File: config.mk
export PLATFORM = sky130hd
export DESIGN_NAME = serial_addsub_moore
export DESIGN_NICKNAME = d
export VERILOG_FILES = /design/src/rtl/serial_addsub_pkg.sv /design/src/rtl/serial_addsub_lane.sv /design/src/rtl/serial_addsub_moore.sv
export SDC_FILE = /design/constraint.sdc
export NUM_CORES = 1
export LEC_CHECK = 0
export ABC_CLOCK_PERIOD_IN_PS = 3100
export CORE_AREA = 4 4 41 43
export DETAILED_ROUTE_END_ITERATION = 7
export DIE_AREA = 0 0 45 47
export HOLD_SLACK_MARGIN = 0.02
export PLACE_DENSITY = 0.83
export SLEW_MARGIN = 15
export SYNTH_ARGS = -nofsm -noshare
export SYNTH_HDL_FRONTEND = slang
export SYNTH_SLANG_ARGS = --single-unit
File: constraint.sdc
create_clock -name clk -period 3.1 [get_ports clk]
set_clock_uncertainty 0.1 [all_clocks]
set_input_delay 0.465 -clock clk [delete_from_list [all_inputs] [get_ports clk]]
set_output_delay 0.465 -clock clk [all_outputs]
set_load 0.01 [all_outputs]
File: src/rtl/serial_addsub_pkg.sv
// Shared types and helpers for the bit-serial adder/subtractor.
// Each lane state is {carry, sum}, which is also the Moore output.
package serial_addsub_pkg;

   typedef enum logic [1:0] {
      S0 = 2'b00,
      S1 = 2'b01,
      S2 = 2'b10,
      S3 = 2'b11
   } lane_state_t;

   localparam int CARRY_BIT = 1;
   localparam int SUM_BIT   = 0;

   // Full-adder step from the current operand bits and incoming carry.
   function automatic lane_state_t next_state(input logic a, input logic bb, input logic cin);
      logic s;
      logic c;
      s = a ^ bb ^ cin;
      c = (a & bb) | (a & cin) | (bb & cin);
      return lane_state_t'({c, s});
   endfunction

   function automatic int cnt_width(input int word_bits);
      return (word_bits < 2) ? 1 : $clog2(word_bits);
   endfunction

endpackage

File: src/rtl/serial_addsub_lane.sv
// One Moore FSM per lane: carry/sum state, with end-of-word carry-out
// and overflow captured on the MSB beat.
module serial_addsub_lane
   import serial_addsub_pkg::*;
(
   input  logic       clk,
   input  logic       reset,
   input  logic       a,
   input  logic       b,
   input  logic       mode,
   input  logic       start,
   input  logic       accept,
   input  logic       msb_beat,
   output logic [1:0] q,
   output logic       cout,
   output logic       ovf
);

   lane_state_t state_reg;
   lane_state_t state_next;
   lane_state_t step;
   logic        bb;
   logic        cin;
   logic        cout_reg;
   logic        ovf_reg;

   always_ff @(posedge clk) begin
      if (reset) begin
         state_reg <= S0;
      end else begin
         state_reg <= state_next;
      end
   end

   // A start beat ignores the stale carry: subtraction seeds cin with 1.
   always_comb begin
      bb         = b ^ mode;
      cin        = start ? mode : state_reg[CARRY_BIT];
      step       = next_state(a, bb, cin);
      state_next = state_reg;
      if (accept) begin
         state_next = step;
      end
   end

   // Carry into the MSB is the carry held in state just before the MSB beat.
   always_ff @(posedge clk) begin
      if (reset) begin
         cout_reg <= 1'b0;
         ovf_reg  <= 1'b0;
      end else if (msb_beat) begin
         cout_reg <= step[CARRY_BIT];
         ovf_reg  <= state_reg[CARRY_BIT] ^ step[CARRY_BIT];
      end
   end

   assign q    = state_reg;
   assign cout = cout_reg;
   assign ovf  = ovf_reg;

endmodule

File: src/rtl/serial_addsub_moore.sv
// Multi-lane LSB-first serial adder/subtractor: shared word framing, mode
// register and bit counter, with one Moore lane FSM per operand pair.
module serial_addsub_moore
   import serial_addsub_pkg::*;
#(
   parameter int WORD_BITS = 8,
   parameter int LANES     = 1
)(
   input  logic               clk,
   input  logic               reset,
   input  logic               in_valid,
   input  logic               start,
   input  logic               sub,
   input  logic [LANES-1:0]   a,
   input  logic [LANES-1:0]   b,
   output logic [2*LANES-1:0] q,
   output logic [LANES-1:0]   y,
   output logic               y_valid,
   output logic               last,
   output logic               busy,
   output logic               done,
   output logic [LANES-1:0]   cout,
   output logic [LANES-1:0]   ovf
);

   localparam int             CNT_W   = cnt_width(WORD_BITS);
   localparam logic [CNT_W-1:0] MSB_IDX = CNT_W'(WORD_BITS - 1);

   logic [CNT_W-1:0] cnt_reg;
   logic [CNT_W-1:0] cnt_next;
   logic             busy_reg;
   logic             busy_next;
   logic             mode_reg;
   logic             mode_next;
   logic             y_valid_reg;
   logic             last_reg;
   logic             accept;
   logic             msb_beat;
   logic             mode_eff;

   // A start beat is always taken and wins over an MSB beat in the same cycle.
   assign accept   = in_valid & (start | busy_reg);
   assign msb_beat = accept & ~start & (cnt_reg == MSB_IDX);
   assign mode_eff = start ? sub : mode_reg;

   always_comb begin
      cnt_next  = cnt_reg;
      busy_next = busy_reg;
      mode_next = mode_reg;
      if (in_valid && start) begin
         cnt_next  = CNT_W'(1);
         busy_next = 1'b1;
         mode_next = sub;
      end else if (msb_beat) begin
         cnt_next  = '0;
         busy_next = 1'b0;
      end else if (accept) begin
         cnt_next  = cnt_reg + CNT_W'(1);
      end
   end

   always_ff @(posedge clk) begin
      if (reset) begin
         cnt_reg     <= '0;
         busy_reg    <= 1'b0;
         mode_reg    <= 1'b0;
         y_valid_reg <= 1'b0;
         last_reg    <= 1'b0;
      end else begin
         cnt_reg     <= cnt_next;
         busy_reg    <= busy_next;
         mode_reg    <= mode_next;
         y_valid_reg <= accept;
         last_reg    <= msb_beat;
      end
   end

   for (genvar gi = 0; gi < LANES; gi++) begin : g_lane
      serial_addsub_lane u_lane (
         .clk      (clk),
         .reset    (reset),
         .a        (a[gi]),
         .b        (b[gi]),
         .mode     (mode_eff),
         .start    (start),
         .accept   (accept),
         .msb_beat (msb_beat),
         .q        (q[2*gi+1:2*gi]),
         .cout     (cout[gi]),
         .ovf      (ovf[gi])
      );
      assign y[gi] = q[2*gi+SUM_BIT];
   end

   assign y_valid = y_valid_reg;
   assign last    = last_reg;
   assign done    = last_reg;
   assign busy    = busy_reg;

endmodule
==> impl_metrics.yaml <==
status:
  run_status: "complete, no violations"
global_route:
  grt_max_degree: 11
  first_global_vias: 373
  number_of_antenna_violations_at_the_first_check_in_global_routing: 0
  grt_usage_pct: 12.5
  grt_first_pass_wirelength_mm: 1.68
  grt_overflow: 0
power_and_ir_drop:
  netSwitchingFraction_pct: 25.7
  ir_worst_vdd_uv: 291
  internal_pwr_total_mw: 0.228
  clock_power_share_pct: 32.1
  power_per_cell_area_nw_per_um2: 435
  p_sw_mw: 0.0788
  combinational_share_of_power_pct: 17.8
  seq_power_share_pct: 50.1
  static-leakage-power_nw: 0.296
route:
  ant_nets: 0
  drc: 0
  avgViaCountPerCell: 4.99
  dr_total_vias: 414
  total_length_of_routed_wires_mm: 1.07
  dr.first_iter.drc_count: 3
  wl_per_cell_um: 12.9
  count_of_tritonroute_iterations_in_the_first_routing_pass: 2
clock_network:
  tritoncts_clock_tree: "built"
  worst_setup_hold_path_clk_slew_ps: 70
  cts_buffer_depth: 2
  number_of_buffers_created_by_cts: 3
  cts_hold_repair.buffers: 0
  insertion_delay_ps: 270
  clock_sinks: 11
  post_cts_buffers: 0
  root_buffer: "sky130_fd_sc_hd__clkbuf_4"
  ctsHtreeMaxLevel: 1
  post_cts_resized: 0
critical_path:
  reg2reg_setup_slack_ps: 1490
  critPathArrivalTime_ps: 2220
  start_kind: "primary input"
  crit_fanout: 7
  critical_path_required_ps: 3150
  cp-endpoint: "g_lane[0].u_lane.ovf"
  sequence_of_cells_on_the_critical_path: "clkdlybuf4s50_1 -> mux2i_1 -> xor2_1 -> fa_1 -> xnor2_1 -> mux2i_1 -> nor2_1"
  cp_num_buf_inv: 1
  library_cell_contributing_the_largest_single_delay_on_the_critical_path: "sky130_fd_sc_hd__clkdlybuf4s50_1"
  critical-path-top-delay-family: "buffers and inverters"
  critical_path.reg2reg.endpoint: "g_lane[0].u_lane.ovf"
  endpoint_kind: "register"
  timing.reg2reg.worst_path_depth: 6
  slowest_delay_ps: 610
  worst_setup_path_startpoint: "start"
  timing.critical_path.mode_cell: "sky130_fd_sc_hd__mux2i_1"
  timing.rr.start: "mode_reg"
  critPathKind: "in2reg"
  timing.critical_path.depth: 7
synth:
  yosysSeqAreaShare_pct: 40.0
  synthDominantCellAreaShare_pct: 40.0
  netlist_top_cells_area: "sky130_fd_sc_hd__dfxtp_1 (40%), sky130_fd_sc_hd__mux2i_1 (9.1%), sky130_fd_sc_hd__a211oi_2 (4.5%)"
  synth.largest_area_cell: "sky130_fd_sc_hd__dfxtp_1"
  netlist_instances: 55
  syn_area_per_cell_um2: 10.0
  post_synth_num_cell_types: 23
  count_of_warnings_emitted_by_yosys: 0
  mappedNetlistArea_um2: 551
  synth-seq-cells: 11
  postSynthNetCount: 65
sta:
  period_minus_slack_ps: 2170
  finalWorstSetupSlack_ps: 931
  rsz0062_at_grt: "no"
  setup_violations: 0
  timing.final.hold_violations: 0
  period_share_pct: 70.0
  max_freq_mhz: 461
  final-max-slew-violation-count: 0
  max_slew.worst_pin.slew_ps: 395
  slew-limit-headroom_pct: 73.6
  setup-tns-final_ps: 0
  finalHoldWorstSlack_ps: 356
finish:
  largest_reg_flops: 3
  final_cells: 83
  design_area_um2: 706
  area.growth.synth_to_final_pct: 28.2
  finish.net_count: 79
  insertedDiodeCount: 0
  post_route_cells_drive_above_1_share_pct: 11.8
floorplanning:
  dieArea_um2: 2120
  initial_utilization_pct: 42.3
  floorplan.io_pins: 16
  floorplan.rows: 13
  core_region_area_um2: 1300
  fp.dieH_um: 47
  die-width_um: 45
placed_design:
  port_buffers: 15
  placed_area_um2: 679
  post_detail_place_hpwl_um: 803
  dp_slack_ps: 619
  placed_cells: 79
  gp_routability_congestion: 0.723
run:
  maxCapViolations: 0
hold_path:
  worst_hold_path_type: "reg2reg"
Yosys cell counts:
cell	instances
sky130_fd_sc_hd__nor2_1	4
sky130_fd_sc_hd__nand3_1	1
sky130_fd_sc_hd__ha_1	2
sky130_fd_sc_hd__nor2b_1	1
sky130_fd_sc_hd__o21a_1	1
sky130_fd_sc_hd__clkbuf_1	1
sky130_fd_sc_hd__buf_2	2
sky130_fd_sc_hd__nand2_1	6
sky130_fd_sc_hd__fa_1	1
sky130_fd_sc_hd__buf_4	2
sky130_fd_sc_hd__buf_6	1
sky130_fd_sc_hd__xor2_1	1
sky130_fd_sc_hd__nand4b_4	1
sky130_fd_sc_hd__nor2_2	2
sky130_fd_sc_hd__a21o_1	2
sky130_fd_sc_hd__inv_1	1
sky130_fd_sc_hd__xnor2_1	1
sky130_fd_sc_hd__or2_0	1
sky130_fd_sc_hd__dfxtp_1	11
sky130_fd_sc_hd__nor4bb_1	1
sky130_fd_sc_hd__mux2i_1	5
sky130_fd_sc_hd__a211oi_2	2
sky130_fd_sc_hd__a21oi_1	5
per-stage QoR:
stage	power [mW]	utilization, %
2_1_floorplan	0.194	-
3_3_place_gp	0.211	52.2
3_5_place_dp	0.212	52.2
4_1_cts	0.313	54.2
5_1_grt	0.328	54.2
6_report	0.307	54.2
worst reg2reg max path: cells and delay by family, from the launching register on:
family	cells	cell delay, ps
AND/OR/NAND/NOR	1	50
multiplexers	2	210
adder cells (fa/ha/maj)	1	460
XOR/XNOR	2	320
flip-flops	1	350
cells in the final DEF (no fill, tap or decap), types with 2 or more instances in the layout:
cell | netlist | final
sky130_fd_sc_hd__dfxtp_1 | 11 | 11
sky130_fd_sc_hd__nand2_1 | 6 | 6
sky130_fd_sc_hd__a21o_1 | 2 | 2
sky130_fd_sc_hd__clkbuf_4 | 0 | 3
sky130_fd_sc_hd__nor2_2 | 2 | 2
sky130_fd_sc_hd__clkdlybuf4s50_1 | 0 | 15
sky130_fd_sc_hd__mux2i_1 | 5 | 5
sky130_fd_sc_hd__ha_1 | 2 | 2
sky130_fd_sc_hd__a21oi_1 | 5 | 5
sky130_fd_sc_hd__a211oi_2 | 2 | 2
sky130_fd_sc_hd__nor2_1 | 4 | 4
how the worst min path moves through the flow:
stage	to	start	depth (start not counted)
final	g_lane[0].u_lane.cout	g_lane[0].u_lane.cout	2
after global routing	g_lane[0].u_lane.cout	g_lane[0].u_lane.cout	2
after CTS	g_lane[0].u_lane.cout	g_lane[0].u_lane.cout	2
after detailed placement	g_lane[0].u_lane.cout	g_lane[0].u_lane.cout	2
after global placement	g_lane[0].u_lane.cout	g_lane[0].u_lane.cout	2
after floorplan	mode_reg	mode_reg	2
cell families (layout without fill, tap and decap cells):
kind of cell	Yosys count	in the layout	synth area share, %
and+or+nand+nor	17	17	18.4
muxes	5	5	9.09
AOI/OAI and AO/OA	10	10	13.2
DFF	11	11	40.0
buffers and inverters	7	20	7.95
xor gates and xnor gates	2	2	3.18
adders and majority gates	3	3	8.18
per-layer routing:
metal,wire length [um],GRT usage (%)
met1,440,12.0
met2,511,18.6
met3,79,8.05
met4,36,10.5
met5,0,0
area by class of cell:
cell class                 count  area, um^2
clock buffer                   4        26.3
fill                         125         596
inverter                       1        3.75
multi-input combinational     37         287
sequential                    11         220
tap                           15        18.8
timing repair buffer          15         150
power by group through the flow:
stage | Combinational, mW | Clock [mW] | Sequential [mW]
after global placement | 0.0544 | 0 | 0.157
after global routing | 0.0610 | 0.112 | 0.155
after detailed placement | 0.0552 | 0 | 0.157
final | 0.0547 | 0.0984 | 0.154
after floorplan | 0.0363 | 0 | 0.158
after CTS | 0.0554 | 0.104 | 0.154
Note: power is estimated with default switching activity, not from simulation.
